`src/rtl/ir_nec_pkg.sv`:
```
// Shared definitions for the NEC infrared decoder: FSM states, timing
// windows in microseconds and the width of the microsecond counter.
package ir_nec_pkg;

    localparam int US_W    = 14;
    localparam int NEC_CLK_DIV = 50;

    localparam logic [US_W-1:0] NEC_LEAD_LO_MIN = 14'd8000;
    localparam logic [US_W-1:0] NEC_LEAD_LO_MAX = 14'd10000;
    localparam logic [US_W-1:0] NEC_LEAD_HI_MIN = 14'd4000;
    localparam logic [US_W-1:0] NEC_LEAD_HI_MAX = 14'd5000;
    localparam logic [US_W-1:0] NEC_RPT_HI_MIN  = 14'd2000;
    localparam logic [US_W-1:0] NEC_RPT_HI_MAX  = 14'd2500;
    localparam logic [US_W-1:0] NEC_BIT_MIN     = 14'd400;
    localparam logic [US_W-1:0] NEC_BIT_MAX     = 14'd700;
    localparam logic [US_W-1:0] NEC_ONE_MIN     = 14'd1500;
    localparam logic [US_W-1:0] NEC_ONE_MAX     = 14'd1900;

    typedef enum logic [2:0] {
        IDLE    = 3'd0,
        LEAD_LO = 3'd1,
        LEAD_HI = 3'd2,
        BIT_LO  = 3'd3,
        BIT_HI  = 3'd4,
        TAIL    = 3'd5
    } nec_state_t;

    // Inclusive window test on a measured width.
    function automatic logic in_win(input logic [US_W-1:0] w,
                                    input logic [US_W-1:0] lo,
                                    input logic [US_W-1:0] hi);
        return (w >= lo) && (w <= hi);
    endfunction

endpackage

```
`src/rtl/ir_pulse_timer.sv`:
```
// Synchronizes the raw IR pin, detects edges and measures the time since
// the last edge in microseconds (saturating).
module ir_pulse_timer
    import ir_nec_pkg::*;
#(
    parameter int CLK_DIV = NEC_CLK_DIV
) (
    input  logic            clk,
    input  logic            rst_n,
    input  logic            irda_rx,
    output logic            rx_sync,
    output logic            fall,
    output logic            rise,
    output logic [US_W-1:0] width_us
);

    localparam int PW = (CLK_DIV > 1) ? $clog2(CLK_DIV) : 1;

    logic          sync1, sync2, sync3;
    logic [PW-1:0] presc;
    logic          tick;

    // Two-flop synchronizer plus one delay flop for edge detection; idle level is high.
    always_ff @(posedge clk or negedge rst_n) begin
        if (!rst_n) begin
            sync1 <= 1'b1;
            sync2 <= 1'b1;
            sync3 <= 1'b1;
        end else begin
            sync1 <= irda_rx;
            sync2 <= sync1;
            sync3 <= sync2;
        end
    end

    assign rx_sync = sync2;
    assign fall    = sync3 & ~sync2;
    assign rise    = ~sync3 & sync2;
    assign tick    = (presc == PW'(CLK_DIV - 1));

    // Prescaler and microsecond counter, both restarted by every edge.
    always_ff @(posedge clk or negedge rst_n) begin
        if (!rst_n) begin
            presc    <= '0;
            width_us <= '0;
        end else if (fall || rise) begin
            presc    <= '0;
            width_us <= '0;
        end else if (tick) begin
            presc    <= '0;
            if (width_us != '1) width_us <= width_us + 1'b1;
        end else begin
            presc <= presc + 1'b1;
        end
    end

endmodule

```
`src/rtl/ir_nec_decoder.sv`:
```
// NEC infrared frame decoder: leader, 32 data bits, key-code checksum and
// repeat codes, with registered strobes toward the display stage.
// Handshake: data_valid, repeat_code and frame_err are single-cycle strobes
// with no ready/backpressure; DATA is stable from data_valid until the next one.
module ir_nec_decoder
    import ir_nec_pkg::*;
#(
    parameter int              CLK_DIV     = NEC_CLK_DIV,
    parameter logic [US_W-1:0] LEAD_LO_MIN = NEC_LEAD_LO_MIN,
    parameter logic [US_W-1:0] LEAD_LO_MAX = NEC_LEAD_LO_MAX,
    parameter logic [US_W-1:0] LEAD_HI_MIN = NEC_LEAD_HI_MIN,
    parameter logic [US_W-1:0] LEAD_HI_MAX = NEC_LEAD_HI_MAX,
    parameter logic [US_W-1:0] RPT_HI_MIN  = NEC_RPT_HI_MIN,
    parameter logic [US_W-1:0] RPT_HI_MAX  = NEC_RPT_HI_MAX,
    parameter logic [US_W-1:0] BIT_MIN     = NEC_BIT_MIN,
    parameter logic [US_W-1:0] BIT_MAX     = NEC_BIT_MAX,
    parameter logic [US_W-1:0] ONE_MIN     = NEC_ONE_MIN,
    parameter logic [US_W-1:0] ONE_MAX     = NEC_ONE_MAX
) (
    input  logic        CLK_50M,
    input  logic        rst_n,
    input  logic        IRDA_RX,
    output logic [31:0] DATA,
    output logic        data_valid,
    output logic        flag_complete,
    output logic        repeat_code,
    output logic        frame_err,
    output logic [2:0]  state_dbg
);

    nec_state_t      state;
    logic            rx_sync, fall, rise;
    logic [US_W-1:0] width_us;
    logic [US_W-1:0] cur_max;
    logic [31:0]     shreg;
    logic [31:0]     word_next;
    logic [4:0]      bit_idx;
    logic            bit_val;
    logic            lead_start;

    ir_pulse_timer #(.CLK_DIV(CLK_DIV)) u_timer (
        .clk      (CLK_50M),
        .rst_n    (rst_n),
        .irda_rx  (IRDA_RX),
        .rx_sync  (rx_sync),
        .fall     (fall),
        .rise     (rise),
        .width_us (width_us)
    );

    assign state_dbg  = state;
    assign lead_start = fall && !rx_sync;

    // Longest width the current state tolerates before timing out.
    always_comb begin
        cur_max   = '1;
        bit_val   = in_win(width_us, ONE_MIN, ONE_MAX);
        word_next = {bit_val, shreg[31:1]};
        case (state)
            LEAD_LO:      cur_max = LEAD_LO_MAX;
            LEAD_HI:      cur_max = LEAD_HI_MAX;
            BIT_LO, TAIL: cur_max = BIT_MAX;
            BIT_HI:       cur_max = ONE_MAX;
            default:      cur_max = '1;
        endcase
    end

    // Frame FSM with shift register, bit index and registered strobes.
    always_ff @(posedge CLK_50M or negedge rst_n) begin
        if (!rst_n) begin
            state         <= IDLE;
            shreg         <= '0;
            bit_idx       <= '0;
            DATA          <= '0;
            data_valid    <= 1'b0;
            flag_complete <= 1'b0;
            repeat_code   <= 1'b0;
            frame_err     <= 1'b0;
        end else begin
            data_valid  <= 1'b0;
            repeat_code <= 1'b0;
            frame_err   <= 1'b0;
            if (state != IDLE && width_us > cur_max) begin
                frame_err <= 1'b1;
                state     <= IDLE;
            end else begin
                case (state)
                    IDLE: if (lead_start) begin
                        state         <= LEAD_LO;
                        flag_complete <= 1'b0;
                    end
                    LEAD_LO: if (rise) begin
                        if (in_win(width_us, LEAD_LO_MIN, LEAD_LO_MAX)) state <= LEAD_HI;
                        else begin frame_err <= 1'b1; state <= IDLE; end
                    end
                    LEAD_HI: if (fall) begin
                        if (in_win(width_us, LEAD_HI_MIN, LEAD_HI_MAX)) begin
                            state   <= BIT_LO;
                            bit_idx <= '0;
                            shreg   <= '0;
                        end else if (in_win(width_us, RPT_HI_MIN, RPT_HI_MAX)) begin
                            repeat_code <= 1'b1;
                            state       <= TAIL;
                        end else begin
                            frame_err <= 1'b1;
                            state     <= IDLE;
                        end
                    end
                    BIT_LO: if (rise) begin
                        if (in_win(width_us, BIT_MIN, BIT_MAX)) state <= BIT_HI;
                        else begin frame_err <= 1'b1; state <= IDLE; end
                    end
                    BIT_HI: if (fall) begin
                        if (in_win(width_us, BIT_MIN, BIT_MAX) || bit_val) begin
                            shreg <= word_next;
                            if (bit_idx != 5'd31) begin
                                bit_idx <= bit_idx + 1'b1;
                                state   <= BIT_LO;
                            end else if (word_next[31:24] == ~word_next[23:16]) begin
                                DATA          <= word_next;
                                data_valid    <= 1'b1;
                                flag_complete <= 1'b1;
                                state         <= TAIL;
                            end else begin
                                frame_err <= 1'b1;
                                state     <= IDLE;
                            end
                        end else begin
                            frame_err <= 1'b1;
                            state     <= IDLE;
                        end
                    end
                    TAIL: if (rise) begin
                        if (in_win(width_us, BIT_MIN, BIT_MAX)) state <= IDLE;
                        else begin frame_err <= 1'b1; state <= IDLE; end
                    end
                    default: state <= IDLE;
                endcase
            end
        end
    end

endmodule

```
`config.mk`:
```
export PLATFORM = sky130hd
export DESIGN_NAME = ir_nec_decoder
export DESIGN_NICKNAME = d
export VERILOG_FILES = /design/src/rtl/ir_nec_pkg.sv /design/src/rtl/ir_pulse_timer.sv /design/src/rtl/ir_nec_decoder.sv
export SDC_FILE = /design/constraint.sdc
export NUM_CORES = 1
export LEC_CHECK = 0
export BUFFER_PORTS_ARGS = -buffer_cell sky130_fd_sc_hd__buf_2
export CELL_PAD_IN_SITES_DETAIL_PLACEMENT = 1
export CELL_PAD_IN_SITES_GLOBAL_PLACEMENT = 1
export CORE_MARGIN = 1.5
export CORE_UTILIZATION = 40
export DETAILED_ROUTE_END_ITERATION = 7
export PLACE_DENSITY = 0.67
export SYNTH_ARGS = -nofsm -noshare
export SYNTH_HDL_FRONTEND = slang
export SYNTH_SLANG_ARGS = --single-unit
```
`constraint.sdc`:
```
create_clock -name CLK_50M -period 2.97 [get_ports CLK_50M]
set_input_delay 0.297 -clock CLK_50M [delete_from_list [all_inputs] [get_ports CLK_50M]]
set_output_delay 0.297 -clock CLK_50M [all_outputs]
set_load 0.01 [all_outputs]
```
==> flow_metrics.py <==
metrics = {
    "yosys": {
        "syn-num-nets": 493,
        "synthesis.area_sq_mm": 0.005049,
        "synth.avg_cell_area_sq_um": 10.79,
        "synth-seq-cells": 98,
        "yosys-top-cells-area": "dfrtp_1 47%, mux2_2 6.7%, a22o_1 5.6%",
        "synth_warnings": 0,
        "synthDominantCellAreaShare_pct": 47.09,
        "synth_cell_types": 62,
        "yosysMostFrequentCell": "dfrtp_1",
        "yosys_most_used_dff": "dfrtp_1",
        "async_reset_ff_share_pct": 100.0,
        "synth_edf_count": 0,
        "yosysTopAreaCell": "dfrtp_1",
        "synthTopCellsByCount": "95 x dfrtp_1, 40 x nor2_1, 32 x a22o_1, 30 x mux2_2, 30 x nand2_1",
        "ys_seq_area_share_pct": 48.65,
        "synthCells": 468,
    },
    "critical_path": {
        "crit_path_max_fanout": 15,
        "critPathBufInv": 2,
        "ff2ff_setup_slack_ns": -0.04,
        "cp.required_ns": 3.25,
        "r2r_cells": 11,
        "startpoint": "state_dbg[1]$_DFFE_PN0P_",
        "critPathLaunchType": "flop",
        "reg2reg_from": "state_dbg[1]$_DFFE_PN0P_",
        "arrival_ns": 3.29,
        "cp_cell_sequence": "or3b_4 -> nand2_4 -> ha_4 -> nand4_1 -> a21oi_1 -> o31a_1 -> o41ai_4 -> buf_4 -> and4_4 -> clkbuf_16 -> a22o_1",
        "critical_path_class": "flop to flop",
        "end_kind": "flop",
        "rr_endpoint": "shreg[4]$_DFFE_PN0P_",
        "critical_path.slowest_cell": "dfrtp_2",
        "max_stage_delay_ns": 0.46,
        "critPathTopFamily": "simple AND/OR/NAND/NOR gates",
    },
    "floorplanning": {
        "fp.dieW_um": 115.3,
        "die_h_um": 115.3,
        "die_area_sq_mm": 0.01330,
        "start_util_pct": 41.51,
        "core_area_sq_mm": 0.01216,
        "pin_count": 42,
        "rows": 40,
    },
    "detailed_routing": {
        "finalWirelength_um": 13400,
        "vias": 3925,
        "drt_iter0_drc": 201,
        "drt-pass1-iter-count": 4,
        "wl_per_cell_um": 18.88,
        "antenna_left": 0,
        "avgViaCountPerCell": 5.528,
        "drc_errors": 0,
    },
    "placement": {
        "dp_hpwl_um": 9155,
        "portBuffers": 41,
        "dpl_worst_slack_ns": -0.02481,
        "gp_congestion": 0.9045,
        "dp_cells": 682,
        "place_area_sq_mm": 0.005680,
    },
    "cts": {
        "cts.htree.levels": 3,
        "worstSkewPairLatency_ns": 0.35,
        "clk_pin_slew_ns": 0.07,
        "cts_root_buf": "clkbuf_16",
        "cts_tree": "done",
        "cts_hold_buffers": 0,
        "numCtsBuffers": 9,
        "cts.sinks": 98,
        "clk_path_buf_depth": 2,
    },
    "sta": {
        "setup_viol": 14,
        "clock.fmax_mhz": 332.6,
        "setup_slack_ns": -0.03633,
        "holdWs_ns": -0.01667,
        "fin_skew_ns": 0.01148,
        "slew_headroom_pct": 36.61,
        "finalHoldViolations": 33,
        "period_share_pct": 101.2,
        "maxSlewViolCount": 0,
        "post-route-min-period_ns": 3.006,
        "setup_tns_ns": -0.1500,
        "worst-slew-pin-transition_ns": 0.9389,
        "rsz0062_at_grt": "yes",
    },
    "global_route": {
        "grt_pass1_wl_um": 21160,
        "grt_max_degree": 51,
        "grt.overflow.total": 0,
        "grtUsageTotal_pct": 20.82,
        "antenna_found_initial": 0,
        "grt_pass1_vias": 3967,
    },
    "power": {
        "max-vdd-ir-drop_mv": 0.3008,
        "p_total_mw": 3.166,
        "powerDensity_mw_per_mm2": 506.9,
        "power.leakage_nw": 2.992,
    },
    "worst_hold_path": {
        "hp-class": "primary input to async pin",
    },
    "finish": {
        "final_area_sq_mm": 0.006246,
        "fin_util_pct": 51.36,
        "layout.nets": 562,
        "finalNonFillerCells": 710,
        "drive_gt1_share_pct": 29.70,
        "syn2layout_area_growth_pct": 23.72,
        "n_antenna_cell": 0,
    },
    "status": {
        "violations": "negative hold slack, negative setup slack",
        "status": "complete, but fails checks",
    },
    "run": {
        "maxCapViolCount": 0,
    },
}
==> how the worst max path moves through the flow <==
stage | end | depth (start not counted)
global route | DATA[20]$_DFFE_PN0P_ | 11
detailed placement | shreg[18]$_DFFE_PN0P_ | 14
floorplan | DATA[10]$_DFFE_PN0P_ | 12
finish | shreg[4]$_DFFE_PN0P_ | 11
global placement | shreg[28]$_DFFE_PN0P_ | 14
CTS | DATA[24]$_DFFE_PN0P_ | 12
==> registers in the layout, summed over array words and instances, names as in the netlist <==
signal,count
bit_idx,5
u_timer.rx_sync,1
u_timer.sync3,1
state_dbg,3
flag_complete,1
shreg,31
data_valid,1
u_timer.width_us,14
u_timer.presc,6
repeat_code,1
DATA,32
u_timer.sync1,1
frame_err,1
==> report_power, final <==
part           switching [mW]  total [mW]  leakage, nW  internal [mW]
clock                   0.508        1.27        0.153          0.765
combinational           0.285       0.496         1.49          0.210
sequential             0.0344        1.40         1.35           1.36
==> kinds of logic after synthesis <==
logic type,synth area share [%]
adder cells (fa/ha/maj),5.452
multiplexers,7.782
buffers and inverters,4.238
flip-flops,48.65
XOR/XNOR,3.817
AND/OR/NAND/NOR,13.46
AO/OA/AOI/OAI,16.61
==> per-layer routing <==
metal	track usage, %	part of all wire, %
met5	0	0
met1	29.22	48
met3	2.952	3.6
met2	32.23	46
met4	9.053	2.5
==> area by class of cell <==
type / count / area [sq um]
fillers: 1322 / 5916
multi-input cells: 323 / 2494
flip-flops and latches: 98 / 2460
repair buffers: 86 / 688.2
clock buffers: 12 / 246.5
well taps: 168 / 210.2
clock inverters: 4 / 76.32
inverters: 19 / 71.32
==> cell usage in the layout, fill, tap and decap left out, types with 3 or more instances in the layout <==
cell       synthesis  layout
nand3_1           17      17
nand4_1            6       6
nor2_2             0       3
mux2_2            30      30
a21o_1             5       5
inv_1             19      19
nor2_1            40      37
dfrtp_2            0       3
nand2_1           30      27
nor3_1             9       6
nand2b_1           3       3
xor2_1             8       8
a22o_1            32      32
buf_2             12      40
xnor2_1           14      14
o211ai_1           3       3
a211oi_1           4       3
dfrtp_1           95      92
mux2_1             4       4
clkbuf_16          0      12
o21a_1             3       3
buf_4              0      35
nor4_1             6       6
and3_1             5       5
buf_12             0       5
ha_1              22      20
dfstp_2            3       3
and2_1             3       3
o21ai_0           16      16
a21oi_1           15      14
o31a_1             4       4
==> timing repair <==
| item | in CTS | in global routing |
|---|---|---|
| setup buffers | 5 | 3 |
| resized for setup | 8 | 10 |
| gates cloned | 1 | 3 |
| pin swaps | 1 | 2 |
| endpoints found under the setup margin | 62 | 66 |
Note: power is estimated with default switching activity, not from simulation.
